**src/rtl/cdb_pkg.sv**
```systemverilog
// Purpose: shared CDB types and helpers for the execute/writeback path.
// Latency: n/a (types, constants and a constant function only).
// Backpressure: n/a.
package cdb_pkg;

  localparam int FLAG_W = 4;

  // Same bit order as the ALU flag output, so slices can be cast directly.
  typedef struct packed {
    logic carry_out;
    logic overflow;
    logic zero;
    logic negative;
  } cdb_flags_t;

  typedef enum logic {
    IDLE  = 1'b0,
    BCAST = 1'b1
  } cdb_state_e;

  // ROB tag width: one extra code point beyond the entry count.
  function automatic int rob_tag_w(input int rob_size);
    return $clog2(rob_size + 1);
  endfunction

endpackage

```
**src/rtl/rr_arbiter.sv**
```systemverilog
// Purpose: round-robin arbiter, request scan starts at ptr_i and wraps.
// Latency: purely combinational, zero cycles.
// Backpressure: en_i low forces gnt_o to zero; no state is kept.
// Ports: req_i request vector, ptr_i highest-priority index, en_i grant enable,
//        gnt_o one-hot grant, winner_o index of the winner (valid when any_o),
//        any_o a grant is issued this cycle.
module rr_arbiter #(
  parameter int N = 4,
  parameter int W = (N > 1) ? $clog2(N) : 1
) (
  input  logic [N-1:0] req_i,
  input  logic [W-1:0] ptr_i,
  input  logic         en_i,
  output logic [N-1:0] gnt_o,
  output logic [W-1:0] winner_o,
  output logic         any_o
);

  logic [2*N-1:0] dbl_req;
  logic           found;
  logic [W-1:0]   win_idx;

  // Doubling the request vector turns the wrapping scan into a linear one:
  // positions below ptr_i in the lower copy are skipped and reappear in the
  // upper copy, which gives them the lowest priority.
  always_comb begin
    dbl_req = {req_i, req_i};
    found   = 1'b0;
    win_idx = '0;
    for (int i = 0; i < 2 * N; i++) begin
      if (!found && dbl_req[i] && (i >= int'(ptr_i))) begin
        found   = 1'b1;
        win_idx = (i >= N) ? W'(i - N) : W'(i);
      end
    end
  end

  always_comb begin
    gnt_o = '0;
    for (int k = 0; k < N; k++) begin
      if (en_i && found && (win_idx == W'(k))) gnt_o[k] = 1'b1;
    end
  end

  assign winner_o = win_idx;
  assign any_o    = en_i & found;

endmodule

```
**src/rtl/exec_decision_unit.sv**
```systemverilog
// Purpose: arbitrates the common data bus among execute stages and registers
//          the winning result for the ROB write port and RS wakeup.
// Latency: canGo_o is combinational; the broadcast appears one cycle after grant.
// Backpressure: robStall_i holds a full CDB register and suppresses new grants;
//               flush_i suppresses grants and empties the register.
// Ports: unit* packed per-stage results (slice k = stage k), canGo_o one-hot
//        grant back to the stages, cdb* registered broadcast.
module exec_decision_unit
  import cdb_pkg::*;
#(
  parameter int NUM_UNITS  = 4,
  parameter int ROBsize    = 8,
  parameter int ROBsizeLog = rob_tag_w(ROBsize),
  parameter int UNIT_W     = $clog2(NUM_UNITS)
) (
  input  logic                            clk_i,
  input  logic                            reset_i,
  input  logic [NUM_UNITS-1:0]            unitValid_i,
  input  logic [NUM_UNITS*ROBsizeLog-1:0] unitTag_i,
  input  logic [NUM_UNITS*64-1:0]         unitVal_i,
  input  logic [NUM_UNITS*FLAG_W-1:0]     unitFlags_i,
  output logic [NUM_UNITS-1:0]            canGo_o,
  input  logic                            robStall_i,
  input  logic                            flush_i,
  output logic                            cdbValid_o,
  output logic [ROBsizeLog-1:0]           cdbTag_o,
  output logic [63:0]                     cdbVal_o,
  output logic [FLAG_W-1:0]               cdbFlags_o,
  output logic [UNIT_W-1:0]               cdbUnit_o
);

  cdb_state_e            state_q;
  logic [ROBsizeLog-1:0] cdb_tag_q;
  logic [63:0]           cdb_val_q;
  cdb_flags_t            cdb_flags_q;
  logic [UNIT_W-1:0]     cdb_unit_q;
  logic [UNIT_W-1:0]     ptr_q, ptr_d;

  logic                  grant_en, grant_any;
  logic [NUM_UNITS-1:0]  gnt;
  logic [UNIT_W-1:0]     winner;
  logic [ROBsizeLog-1:0] win_tag;
  logic [63:0]           win_val;
  cdb_flags_t            win_flags;

  // Grant only when the register is empty or draining this cycle; reset_i is
  // included so no stage is released while the unit is held in reset.
  assign grant_en = reset_i & ~flush_i & ((state_q == IDLE) | ~robStall_i);

  rr_arbiter #(
    .N (NUM_UNITS),
    .W (UNIT_W)
  ) u_arb (
    .req_i    (unitValid_i),
    .ptr_i    (ptr_q),
    .en_i     (grant_en),
    .gnt_o    (gnt),
    .winner_o (winner),
    .any_o    (grant_any)
  );

  assign canGo_o = gnt;

  // Explicit wrap so non-power-of-two unit counts never index a missing unit.
  assign ptr_d = (winner == UNIT_W'(NUM_UNITS - 1)) ? '0 : winner + UNIT_W'(1);

  // One-hot mux of the winner's payload, driven by the grant vector.
  always_comb begin
    win_tag   = '0;
    win_val   = '0;
    win_flags = '0;
    for (int k = 0; k < NUM_UNITS; k++) begin
      if (gnt[k]) begin
        win_tag   = unitTag_i[k*ROBsizeLog +: ROBsizeLog];
        win_val   = unitVal_i[k*64 +: 64];
        win_flags = cdb_flags_t'(unitFlags_i[k*FLAG_W +: FLAG_W]);
      end
    end
  end

  always_ff @(posedge clk_i or negedge reset_i) begin
    if (!reset_i) begin
      state_q     <= IDLE;
      ptr_q       <= '0;
      cdb_tag_q   <= '0;
      cdb_val_q   <= '0;
      cdb_flags_q <= '0;
      cdb_unit_q  <= '0;
    end else if (flush_i) begin
      state_q <= IDLE;
      ptr_q   <= '0;
    end else if (grant_any) begin
      state_q     <= BCAST;
      ptr_q       <= ptr_d;
      cdb_tag_q   <= win_tag;
      cdb_val_q   <= win_val;
      cdb_flags_q <= win_flags;
      cdb_unit_q  <= winner;
    end else if (!robStall_i) begin
      // Consumed by the ROB with nothing to replace it.
      state_q <= IDLE;
    end
  end

  assign cdbValid_o = (state_q == BCAST);
  assign cdbTag_o   = cdb_tag_q;
  assign cdbVal_o   = cdb_val_q;
  assign cdbFlags_o = cdb_flags_q;
  assign cdbUnit_o  = cdb_unit_q;

endmodule

```
**config.mk**
```make
export PLATFORM = sky130hd
export DESIGN_NAME = exec_decision_unit
export DESIGN_NICKNAME = d
export VERILOG_FILES = /design/src/rtl/cdb_pkg.sv /design/src/rtl/rr_arbiter.sv /design/src/rtl/exec_decision_unit.sv
export SDC_FILE = /design/constraint.sdc
export NUM_CORES = 1
export LEC_CHECK = 0
export ABC_AREA = 1
export CAP_MARGIN = 20
export CORE_MARGIN = 1.5
export CORE_UTILIZATION = 25
export DETAILED_ROUTE_END_ITERATION = 8
export GPL_TIMING_DRIVEN = 0
export SLEW_MARGIN = 20
export SYNTH_ARGS = -nofsm -noshare
export SYNTH_HDL_FRONTEND = slang
export SYNTH_SLANG_ARGS = --single-unit
export TNS_END_PERCENT = 100
```
**constraint.sdc**
```tcl
create_clock -name clk_i -period 5.6 [get_ports clk_i]
set_input_delay 1.12 -clock clk_i [delete_from_list [all_inputs] [get_ports clk_i]]
set_output_delay 1.12 -clock clk_i [all_outputs]
set_load 0.02 [all_outputs]
```
==> summary.md, run 1 <==
| Metric | Value |
|---|---|
| Worst r2r dst | cdbVal_o[4]$_DFFE_PN0P_ |
| HPWL Detailed | around 28 mm |
| GRT Util Overall | a little under a quarter |
| Mapped Nets | ~1600 |
| Postcts setup bufs | 0 |
| Leading area contributor after synthesis | dfrtp_1 |
| Crit path kind | in -> out |
| Worst Setup End Kind | output pin |
| Residual DRC | 0 |
| Most common cell after layout, fill and taps aside | nand2_1 |
| Layout cells sized above 1 | about 4.4% |
| Port bufs | around 370 |
| Via density | around 4.6 |
| Initial core utilization | approximately 25% |
| Num rows | 61 |
| Leak | 6.194 nW |
| Post-Route WL | around 35 mm |
| Hold WS | 0.4809 ns |
| R2R setup slack | between 2 and 2.5 ns |
| First-pass GRT wire length | between 50 and 60 mm |
| Post-route ant nets | 0 |
| Finish-stage setup viols | 0 |
| Max-slew violation count | 0 |
| Most used DFF post-synth | dfrtp_1 |
| Synth top area cells | dfrtp_1 (27%), nand2_1 (27%), nand4_1 (15%) |
| HP Class | reg -> reg |
| Worst ir drop on vdd | roughly 110 uV |
| Vias | ~9400 |
| Max cap viols | 0 |
| Worst hold start | cdbVal_o[25]$_DFFE_PN0P_ |
| Vias in the first global route | 9117 |
| Most frequent cells in the layout | nand2_1 (510), clkdlybuf4s50_1 (373), nor2_1 (178) |
| WP data arrival | between 4 and 5 ns |
| Synth Cell Area | 0.007121 sq mm |
| CP max FO | 10 |
| Required @ worst endpoint | 4.48 ns |
| Post-synth EDFFs | 0 |
| CTS tree | yes |
| Fin crit period | about 5.3 ns |
| Combinational power share | between 40% and 50% |
| CTS Buffer Depth | 2 |
| Yosys reg bits | 77 |
| Total clock sinks | 77 |
| Max-slew headroom | 44.78% |
| Clock power share | approximately a quarter |
| Syn Inst Count | ~1300 |
| Final hold vios | 0 |
| Grt ovf | 0 |
| Sequential power share | a little over a quarter |
| Sw frac | a little under two fifths |
| Initial DRT Pass Iterations | 8 |
| Clock-pin slew on the worst setup and hold paths | 0.07 ns |
| Fin crit share | between 90% and 100% |
| Clk_skew | between 0.01 and 0.015 ns |
| Async set-reset flop share out of synthesis | 100.0% |
| Top Ports | roughly 380 |
| Worst Setup SP | unitValid_i[1] |
| Largest net degree at the start of global routing | 45 |
| CTS Buf Count | 9 |
| CTS H-tree depth | 3 |
| Final GP Congestion | 0.8926 |
| Unique masters post-synth | 24 |
| Die width | approximately 170 um |
| Reg2Reg Depth | 17 |
| Power Internal | 0.001691 W |
| Power per Cell Area | ~230 mW/mm^2 |
| RSZ-0062 raised after global routing | false |
| Layout net count | between 1500 and 2000 |
| Reg-to-reg startpoint | ptr_q[0]$_DFFE_PN0P_ |
| Setup crit end | canGo_o[2] |
| Outcome | finished clean |
| Die height | 171.8 um |
| Core footprint | about 0.028 sq mm |
| Worst-Skew Late Latency | about 0.35 ns |
| Fillers | ~3100 |
| Crit path launch type | input port |
| Peak Freq | between 0.15 and 0.2 GHz |
| Worst Tran Pin Value | between 0.8 and 0.9 ns |
| Area Growth Syn to Fin | 64.43% |
| CTS root buffer | clkbuf_16 |
| Initial antenna violation count | 4 |
| Synth warn | 0 |
| Synthesized area per cell | roughly 5.6 sq um |
| Tot Pwr | about 0.0027 W |
| Seq/Total Area, Yosys | between 20% and 30% |
| P_sw | 0.001035 W |
| Top cell type's share of synthesized area | a little over a quarter |
| First DRT Iteration DRCs | roughly 570 |
| Routed len/inst | ~17 um |
| Die area | between 0.02 and 0.03 sq mm |
==> worst min-delay path by stage <==
| stage | to | slack (ns) | depth (start not counted) |
|---|---|---|---|
| 4_1_cts | cdbVal_o[25]$_DFFE_PN0P_ | 0.48 | 2 |
| 3_3_place_gp | cdbVal_o[24]$_DFFE_PN0P_ | 0.46 | 2 |
| 5_1_grt | cdbVal_o[29]$_DFFE_PN0P_ | 0.50 | 2 |
| 3_5_place_dp | cdbVal_o[31]$_DFFE_PN0P_ | 0.46 | 2 |
| 2_1_floorplan | ptr_q[1]$_DFFE_PN0P_ | 0.52 | 2 |
| 6_report | cdbVal_o[25]$_DFFE_PN0P_ | 0.48 | 2 |
==> synthesized netlist by cell type (2+ instances only) <==
cell,count
nand2_1,510
nor2_1,178
nand4_1,174
inv_1,168
dfrtp_1,77
clkbuf_1,52
buf_2,38
nand3_1,25
a21oi_1,16
buf_1,7
buf_6,6
ha_1,4
o21ai_0,4
clkinv_1,3
nand2_4,3
buf_4,2
inv_4,2
nor2_2,2
==> metrics by stage <==
stage	worst slack, ns	std cells	setup TNS, ns	util (%)	area [sq um]
2_1_floorplan	1.974	1277	0	-	7121
3_3_place_gp	-2.184	2029	-74.49	40.59	11340
3_5_place_dp	0.01805	2030	0	40.67	11360
4_1_cts	0.007576	2045	0	41.92	11710
5_1_grt	0.03862	2045	0	41.92	11710
6_report	0.3067	2045	0	41.92	11710
==> cell families (layout without fill, tap and decap cells) <==
kind of cell	count (synthesis)	after routing	synth area share, %
other	0	1	0
and+or+nand+nor	897	897	54.65
DFF	77	77	27.06
AOI/OAI and AO/OA	20	20	1.406
buffers and inverters	279	668	16.18
adders and majority gates	4	4	0.7029
==> power groups by stage <==
stage	sequential [W]	combinational (W)	clock [W]
after floorplan	0.000882	0.000471	0
after global placement	0.000749	0.00125	0
after detailed placement	0.000750	0.00126	0
after CTS	0.000743	0.00127	0.000746
after global routing	0.000756	0.00138	0.000759
final	0.000742	0.00126	0.000727
==> what timing repair did <==
item / 4_1_cts / 5_1_grt
hold buffers: 0 / 0
setup endpoints to repair: 0 / 1
gates resized for setup: 0 / 0
==> critical path, cell delays in order <==
cell	delay (ns)
clkdlybuf4s50_1	0.52
nand2_1	0.10
nand2_1	0.13
nor2_4	0.06
nand3b_1	0.08
nand2_1	0.12
inv_1	0.14
ha_1	0.71
nand2_4	0.29
buf_4	0.26
inv_1	0.06
clkdlybuf4s50_1	0.59
==> final cells by class <==
type	count	area, sq um	share of cell area, %
sequential	77	1927	16.46
multi-input combinational	921	4041	34.52
inverter	174	658.1	5.621
clock buffer	11	252.7	2.159
tap	378	473.0	4.039
buffer	104	490.5	4.189
antenna	1	2.502	0.02137
clock inverter	4	95.09	0.8121
timing repair buffer	375	3769	32.19
==> metal layers <==
layer / wire [um] / vias up / global-route usage (%)
met2: 16600 / 386 / 40.71
met1: 13940 / 4232 / 26.72
met4: 1059 / 4 / 7.561
li1: - / 4742 / -
met3: 3090 / 52 / 6.512
met5: 23 / - / 0
==> state kept, by name, indices dropped and copies added (netlist names) <==
signal      flops
cdbVal_o       64
cdbFlags_o      4
cdbUnit_o       2
cdbValid_o      1
ptr_q           2
cdbTag_o        4
Power figures use the tool's default switching activity.
==> run 2: changes to the inputs <==
--- a/config.mk
+++ b/config.mk
@@ -11,6 +11,7 @@
 export CORE_UTILIZATION = 25
 export DETAILED_ROUTE_END_ITERATION = 8
 export GPL_TIMING_DRIVEN = 0
+export RECOVER_POWER = 100
 export SLEW_MARGIN = 20
 export SYNTH_ARGS = -nofsm -noshare
 export SYNTH_HDL_FRONTEND = slang
==> run 2 against run 1 <==
  * Clock skew down 0.00097 ns
  * Critical path depth down 1
  * Fmax down 0.35%
  * Worst hold slack worse by 0.0070 ns
  * Count of clock-buffer cells in the layout unchanged
  * Routed wire length up 0.11%
  * Via count up 0.25%
  * Die area unchanged
  * Cell count unchanged
  * Sequential share of layout area about the same
  * First-iteration DRC count up 1.9%
  * Critical endpoint unchanged
  * Largest power group unchanged
==> summary.md, run 2 (same netlist as run 1, synthesis figures left out) <==
| Metric | Value |
|---|---|
| Most frequent cells in the layout | nand2_1 (510), clkdlybuf4s50_1 (297), nor2_1 (179) |
| Clock-pin slew on the worst setup and hold paths | 0.07 ns (about the same) |
| CP max stage cell | ha_1 |
| Worst Tran Pin Value | 0.8223 ns (-0.006052 ns) |
| Max-slew violation count | 0 (unchanged) |
| Die width | 171.8 um (unchanged) |
| First-pass GRT wire length | 51.12 mm (unchanged) |
| First DRT Iteration DRCs | 580 (+1.9%) |
| Num rows | 61 (unchanged) |
| Leak | 6.370 nW (+2.8%) |
| Worst Setup End Kind | output pin |
| Die height | 171.8 um (unchanged) |
| Residual DRC | 0 (unchanged) |
| Top Ports | 375 (unchanged) |
| Largest net degree at the start of global routing | 45 (unchanged) |
| CTS root buffer | clkbuf_16 |
| GRT Util Overall | 23.06% (unchanged) |
| CP bufs+invs | 4 (-1) |
| Worst path top cell family by delay | buffers and inverters |
| Final Non-Filler Cells | 2045 (unchanged) |
| Initial DRT Pass Iterations | 5 (-3) |
| Final GP Congestion | 0.8926 (unchanged) |
| CTS H-tree depth | 3 (unchanged) |
| DP Cell Count | 2030 (unchanged) |
| Outcome | finished clean |
| Required @ worst endpoint | 4.48 ns (about the same) |
| Peak Freq | 0.1883 GHz (-0.35%) |
| Layout cells sized above 1 | 4.202% (-0.24 points) |
| Post-route setup slack | 0.2881 ns (-0.01859 ns) |
| Post-Route WL | 34.75 mm (+0.11%) |
| Total clock sinks | 77 (unchanged) |
| Core footprint | 0.02793 sq mm (unchanged) |
| Fin crit period | 5.312 ns (+0.01859 ns) |
| Number of flip-flops in the largest register | 64 (unchanged) |
| Cts repair resizes | 0 (unchanged) |
| CTS tree | yes |
| Power per Cell Area | 229.0 mW/mm^2 (-1.6%) |
| Max incr delay on CP | 0.71 ns (about the same) |
| Routed len/inst | 16.99 um (+0.11%) |
| Die area | 0.02950 sq mm (unchanged) |
| Worst path most repeated cell | nand2_1 |
| HP Class | reg -> reg |
| R2R setup slack | 2.35 ns (-0.06 ns) |
| RSZ-0062 raised after global routing | false |
| Postcts setup bufs | 0 (unchanged) |
| Fin Setup TNS | 0 ns (unchanged) |
| Post-route ant nets | 0 (unchanged) |
| Clk_skew | 0.009459 ns (-0.0009735 ns) |
| Port bufs | 374 (unchanged) |
| Multi-input gate area | 0.004034 sq mm (-0.19%) |
| Worst-Skew Late Latency | 0.35 ns (about the same) |
| Worst ir drop on vdd | 101.0 uV (-4.3%) |
| CP cell instances | clkdlybuf4s50_1 > nand2_1 > nand2_1 > nor2_1 > nand3_1 > nand2_1 > ha_1 > nand2_4 > buf_4 > inv_1 > clkdlybuf4s50_1 |
| Vias | 9440 (+0.25%) |
| Hold Buf Count CTS | 0 (unchanged) |
| Pre-CTS setup slack | 0.01805 ns (unchanged) |
| Register area | 0.001927 sq mm (unchanged) |
| Finish-stage setup viols | 0 (unchanged) |
| Layout net count | 1962 (unchanged) |
| HPWL Detailed | 27.65 mm (unchanged) |
| Fin crit share | 94.85% (+0.33 points) |
| CTS Buffer Depth | 2 (unchanged) |
| Via density | 4.616 (+0.25%) |
| WP data arrival | 4.19 ns (+0.02 ns) |
| Crit path kind | in -> out |
| Crit path launch type | input port |
| Initial antenna violation count | 4 (unchanged) |
| Final hold vios | 0 (unchanged) |
| Max cap viols | 0 (unchanged) |
| Most common cell after layout, fill and taps aside | nand2_1 |
| CP max FO | 10 (unchanged) |
| Area Growth Syn to Fin | 64.26% |
| Fillers | 3050 (unchanged) |
| Vias in the first global route | 9117 (unchanged) |
| CTS Buf Count | 9 (unchanged) |
| Grt ovf | 0 (unchanged) |
| Initial core utilization | 25.49% (unchanged) |
| Max-slew headroom | 45.18% (+0.40 points) |
run 2: changes by cell type in the layout (fill, tap and decap cells not counted), sizes merged:
cell           delta
buf               -6
clkinvlp          +1
inv               -1
clkdlybuf4s50    -76
clkbuf            +6
dlygate4sd3      +76
run 2: final cells by class:
cell class | instances | share of cell area (%)
plain buffers | 104 | 4.161
well taps | 378 | 4.044
repair buffers | 375 | 32.22
clock inverters | 4 | 0.8130
inverters | 174 | 5.616
multi-input cells | 921 | 34.49
diodes | 1 | 0.02139
flip-flops and latches | 77 | 16.47
clock buffers | 11 | 2.161
run 2: where the power goes:
group	switching [W]	leakage (nW)	internal, W	total (W)
clock network	0.000270	0.172	0.000458	0.000728
logic	0.000694	5.18	0.000519	0.00121
registers	0.0000661	1.02	0.000671	0.000737
run 2: path summary, 6_finish.rpt:
path,to,startpoint,cells after the start
max in group asynchronous,cdbVal_o[4]$_DFFE_PN0P_,reset_i,2
worst max register to register,cdbVal_o[0]$_DFFE_PN0P_,ptr_q[1]$_DFFE_PN0P_,17
worst min register to register,cdbVal_o[35]$_DFFE_PN0P_,cdbVal_o[35]$_DFFE_PN0P_,2
worst max-delay path,canGo_o[2],unitValid_i[2],11
min in group asynchronous,cdbVal_o[30]$_DFFE_PN0P_,reset_i,1
worst min-delay path,cdbVal_o[35]$_DFFE_PN0P_,cdbVal_o[35]$_DFFE_PN0P_,2
run 2: through the flow:
step	area (sq um)	total power, W	hold slack [ns]	utilization, %
after floorplan	7121	0.001353	0.5194	-
after global routing	11700	0.002850	0.4947	41.87
final	11700	0.002679	0.4739	41.87
after CTS	11710	0.002755	0.4835	41.92
after detailed placement	11360	0.002010	0.4638	40.67
after global placement	11340	0.002004	0.4649	40.59
run 2: worst min-delay path, cell delays in order, from the launching register on:
cell and delay, ns:
dfrtp_1 0.33, nand2_1 0.05, nand2_1 0.06
run 2: per-layer routing:
| layer | vias up | routed length [um] | part of all wire (%) | global-route usage (%) |
|---|---|---|---|---|
| li1 | 4741 | - | - | - |
| met1 | 4250 | 14050 | 40 | 26.72 |
| met2 | 387 | 16550 | 48 | 40.71 |
| met3 | 58 | 3029 | 8.7 | 6.512 |
| met4 | 4 | 1099 | 3.2 | 7.561 |
| met5 | - | 23 | 0.066 | 0 |
==> run 3: changes to the inputs <==
--- a/config.mk
+++ b/config.mk
@@ -7,6 +7,7 @@
 export LEC_CHECK = 0
 export ABC_AREA = 1
 export CAP_MARGIN = 20
+export CORE_ASPECT_RATIO = 1.75
 export CORE_MARGIN = 1.5
 export CORE_UTILIZATION = 25
 export DETAILED_ROUTE_END_ITERATION = 8
==> run 3 against run 2 <==
  * Total power shrank 3.6%
  * Register-to-register slack gained 0.03 ns
  * Sequential cell count is the same
  * Critical path depth grew 1
  * Utilization shrank 0.20 points
  * Non-clock buffer count is the same
  * Sequential share of layout area grew 0.058 points
  * Critical path type unchanged
  * Clock skew shrank 0.0033 ns
==> summary.md, run 3 (same netlist as run 1, synthesis figures left out) <==
| Metric | Value |
|---|---|
| Outcome | finished clean |
| DP Cell Count | 2025 (-0.25%) |
| Final Non-Filler Cells | 2044 (-0.049%) |
| Worst ir drop on vdd | 146.2 uV (+45%) |
| Worst Tran Pin Value | 0.8668 ns (+0.04446 ns) |
| RSZ-0062 raised after global routing | false |
| Die area | 0.02954 sq mm (+0.14%) |
| Die width | 130.6 um (-24%) |
| CP max FO | 10 (unchanged) |
| Largest net degree at the start of global routing | 44 (-2.2%) |
| CTS Buf Count | 9 (unchanged) |
| Crit path kind | in -> out |
| CP cell instances | clkdlybuf4s50_1 > nand2_1 > nand2_1 > nor2_4 > nand3b_1 > nand2_1 > inv_1 > ha_1 > nand2_4 > buf_4 > inv_1 > clkdlybuf4s50_1 |
| Clk_skew | 0.006124 ns (-0.003335 ns) |
| Required @ worst endpoint | 4.48 ns (about the same) |
| R2R setup slack | 2.38 ns (+0.03 ns) |
| Reg-to-reg startpoint | ptr_q[0]$_DFFE_PN0P_ |
| HPWL Detailed | 28.68 mm (+3.7%) |
| WP data arrival | 4.17 ns (-0.02 ns) |
| Reg2Reg Depth | 17 (unchanged) |
| Vias | 9424 (-0.17%) |
| Worst path most repeated cell | nand2_1 |
| Die height | 226.3 um (+32%) |
| Area Growth Syn to Fin | 63.68% |
| Top Ports | 375 (unchanged) |
| Worst r2r dst | cdbTag_o[3]$_DFFE_PN0P_ |
| Worst hold endpoint | cdbVal_o[0]$_DFFE_PN0P_ |
| Cts repair resizes | 0 (unchanged) |
| Initial DRT Pass Iterations | 5 (unchanged) |
| Postcts setup bufs | 0 (unchanged) |
| Core footprint | 0.02797 sq mm (+0.13%) |
| CTS H-tree depth | 3 (unchanged) |
| Finish-stage setup viols | 0 (unchanged) |
| Most common cell after layout, fill and taps aside | nand2_1 |
| Port bufs | 374 (unchanged) |
| Max incr delay on CP | 0.70 ns (about the same) |
| Num rows | 81 (+33%) |
| Worst-Skew Late Latency | 0.36 ns (about the same) |
| Fin crit period | 5.295 ns (-0.01695 ns) |
| Final GP Congestion | 0.8696 (-2.6%) |
| HP Class | reg -> reg |
| Fin crit share | 94.55% (-0.30 points) |
| Grt ovf | 0 (unchanged) |
| Hold Buf Count CTS | 0 (unchanged) |
| CTS tree | yes |
| Most frequent cells in the layout | nand2_1 (511), clkdlybuf4s50_1 (298), nor2_1 (179) |
| GRT Util Overall | 23.68% (+0.61 points) |
| Placement-stage cell area | 0.01136 sq mm (about the same) |
| Initial antenna violation count | 3 (-1) |
| Max-slew violation count | 0 (unchanged) |
| Leak | 6.339 nW (-0.48%) |
| CP bufs+invs | 5 (+1) |
| Post-route ant nets | 0 (unchanged) |
| Layout net count | 1962 (unchanged) |
| Number of flip-flops in the largest register | 64 (unchanged) |
| First DRT Iteration DRCs | 389 (-33%) |
| Post-Route WL | 35.47 mm (+2.1%) |
| Clock-pin slew on the worst setup and hold paths | 0.06 ns (about the same) |
| Max-slew headroom | 42.21% (-3.0 points) |
| Residual DRC | 0 (unchanged) |
| Layout cells sized above 1 | 4.082% (-0.12 points) |
| Worst Setup End Kind | output pin |
| Routed len/inst | 17.35 um (+2.1%) |
| Worst hold start | cdbVal_o[0]$_DFFE_PN0P_ |
| Tot Pwr | 0.002581 W (-3.6%) |
| CP max stage cell | ha_1 |
| Total clock sinks | 77 (unchanged) |
| Worst path top cell family by delay | buffers and inverters |
| First-pass GRT wire length | 51.69 mm (+1.1%) |
| Hold WS | 0.4715 ns (-0.002417 ns) |
| Final core utilization | 41.67% (-0.20 points) |
| CTS Buffer Depth | 2 (unchanged) |
| CTS root buffer | clkbuf_16 |
| Vias in the first global route | 9375 (+2.8%) |
| Power per Cell Area | 221.5 mW/mm^2 (-3.3%) |
| Hold Path Depth | 2 (unchanged) |
| Via density | 4.611 (-0.12%) |
| Design Area, Final | 0.01165 sq mm (-0.35%) |
| Peak Freq | 0.1889 GHz (+0.32%) |
| Final hold vios | 0 (unchanged) |
| Max cap viols | 0 (unchanged) |
| Initial core utilization | 25.46% (-0.034 points) |
| Crit path launch type | input port |
## run 3: worst max path at each step
stage | from | cells after the start | slack [ns] | end
final | unitValid_i[1] | 12 | 0.31 | canGo_o[2]
after global routing | unitValid_i[2] | 11 | 0.14 | canGo_o[2]
after CTS | unitValid_i[1] | 13 | 0.04 | canGo_o[2]
after detailed placement | unitValid_i[1] | 13 | 0.05 | canGo_o[2]
after global placement | reset_i | 9 | -2.20 | canGo_o[3]
after floorplan | unitValid_i[2] | 11 | 1.97 | canGo_o[2]
## run 3: layout make-up
type | count | area, sq um
Antenna cell | 5 | 12.51
Multi-Input combinational cell | 921 | 4031
Fill cell | 3113 | 16320
Inverter | 174 | 656.9
Sequential cell | 77 | 1927
Clock buffer | 12 | 256.5
Tap cell | 373 | 466.7
Clock inverter | 3 | 45.04
Buffer | 104 | 486.7
Timing Repair Buffer | 375 | 3772
## run 3: worst register-to-register path, delay by kind of cell, from the launching register on
family | cells | cell delay (ns)
DFF | 1 | 0.41
buffers and inverters | 4 | 1.48
adders and majority gates | 1 | 0.15
and+or+nand+nor | 12 | 1.13
## run 3: through the flow
step / setup TNS (ns) / worst slack (ns)
2_1_floorplan: 0 / 1.974
3_3_place_gp: -74.68 / -2.198
3_5_place_dp: 0 / 0.05353
4_1_cts: 0 / 0.03617
5_1_grt: 0 / 0.1401
6_report: 0 / 0.3051
## run 3: routing by layer
metal	global-route usage [%]	routed length [um]	vias to the layer above
met3	4.625	2111	86
li1	-	-	4752
met5	0	26	-
met2	44.60	18880	349
met1	23.89	12800	4233
met4	12.80	1647	4
## run 3: report_power, final
| group | switching, W | internal (W) | total (W) |
|---|---|---|---|
| logic | 0.000698 | 0.000520 | 0.00122 |
| clock network | 0.000262 | 0.000368 | 0.000630 |
| registers | 0.0000624 | 0.000671 | 0.000734 |
| total | 0.00102 | 0.00156 | 0.00258 |
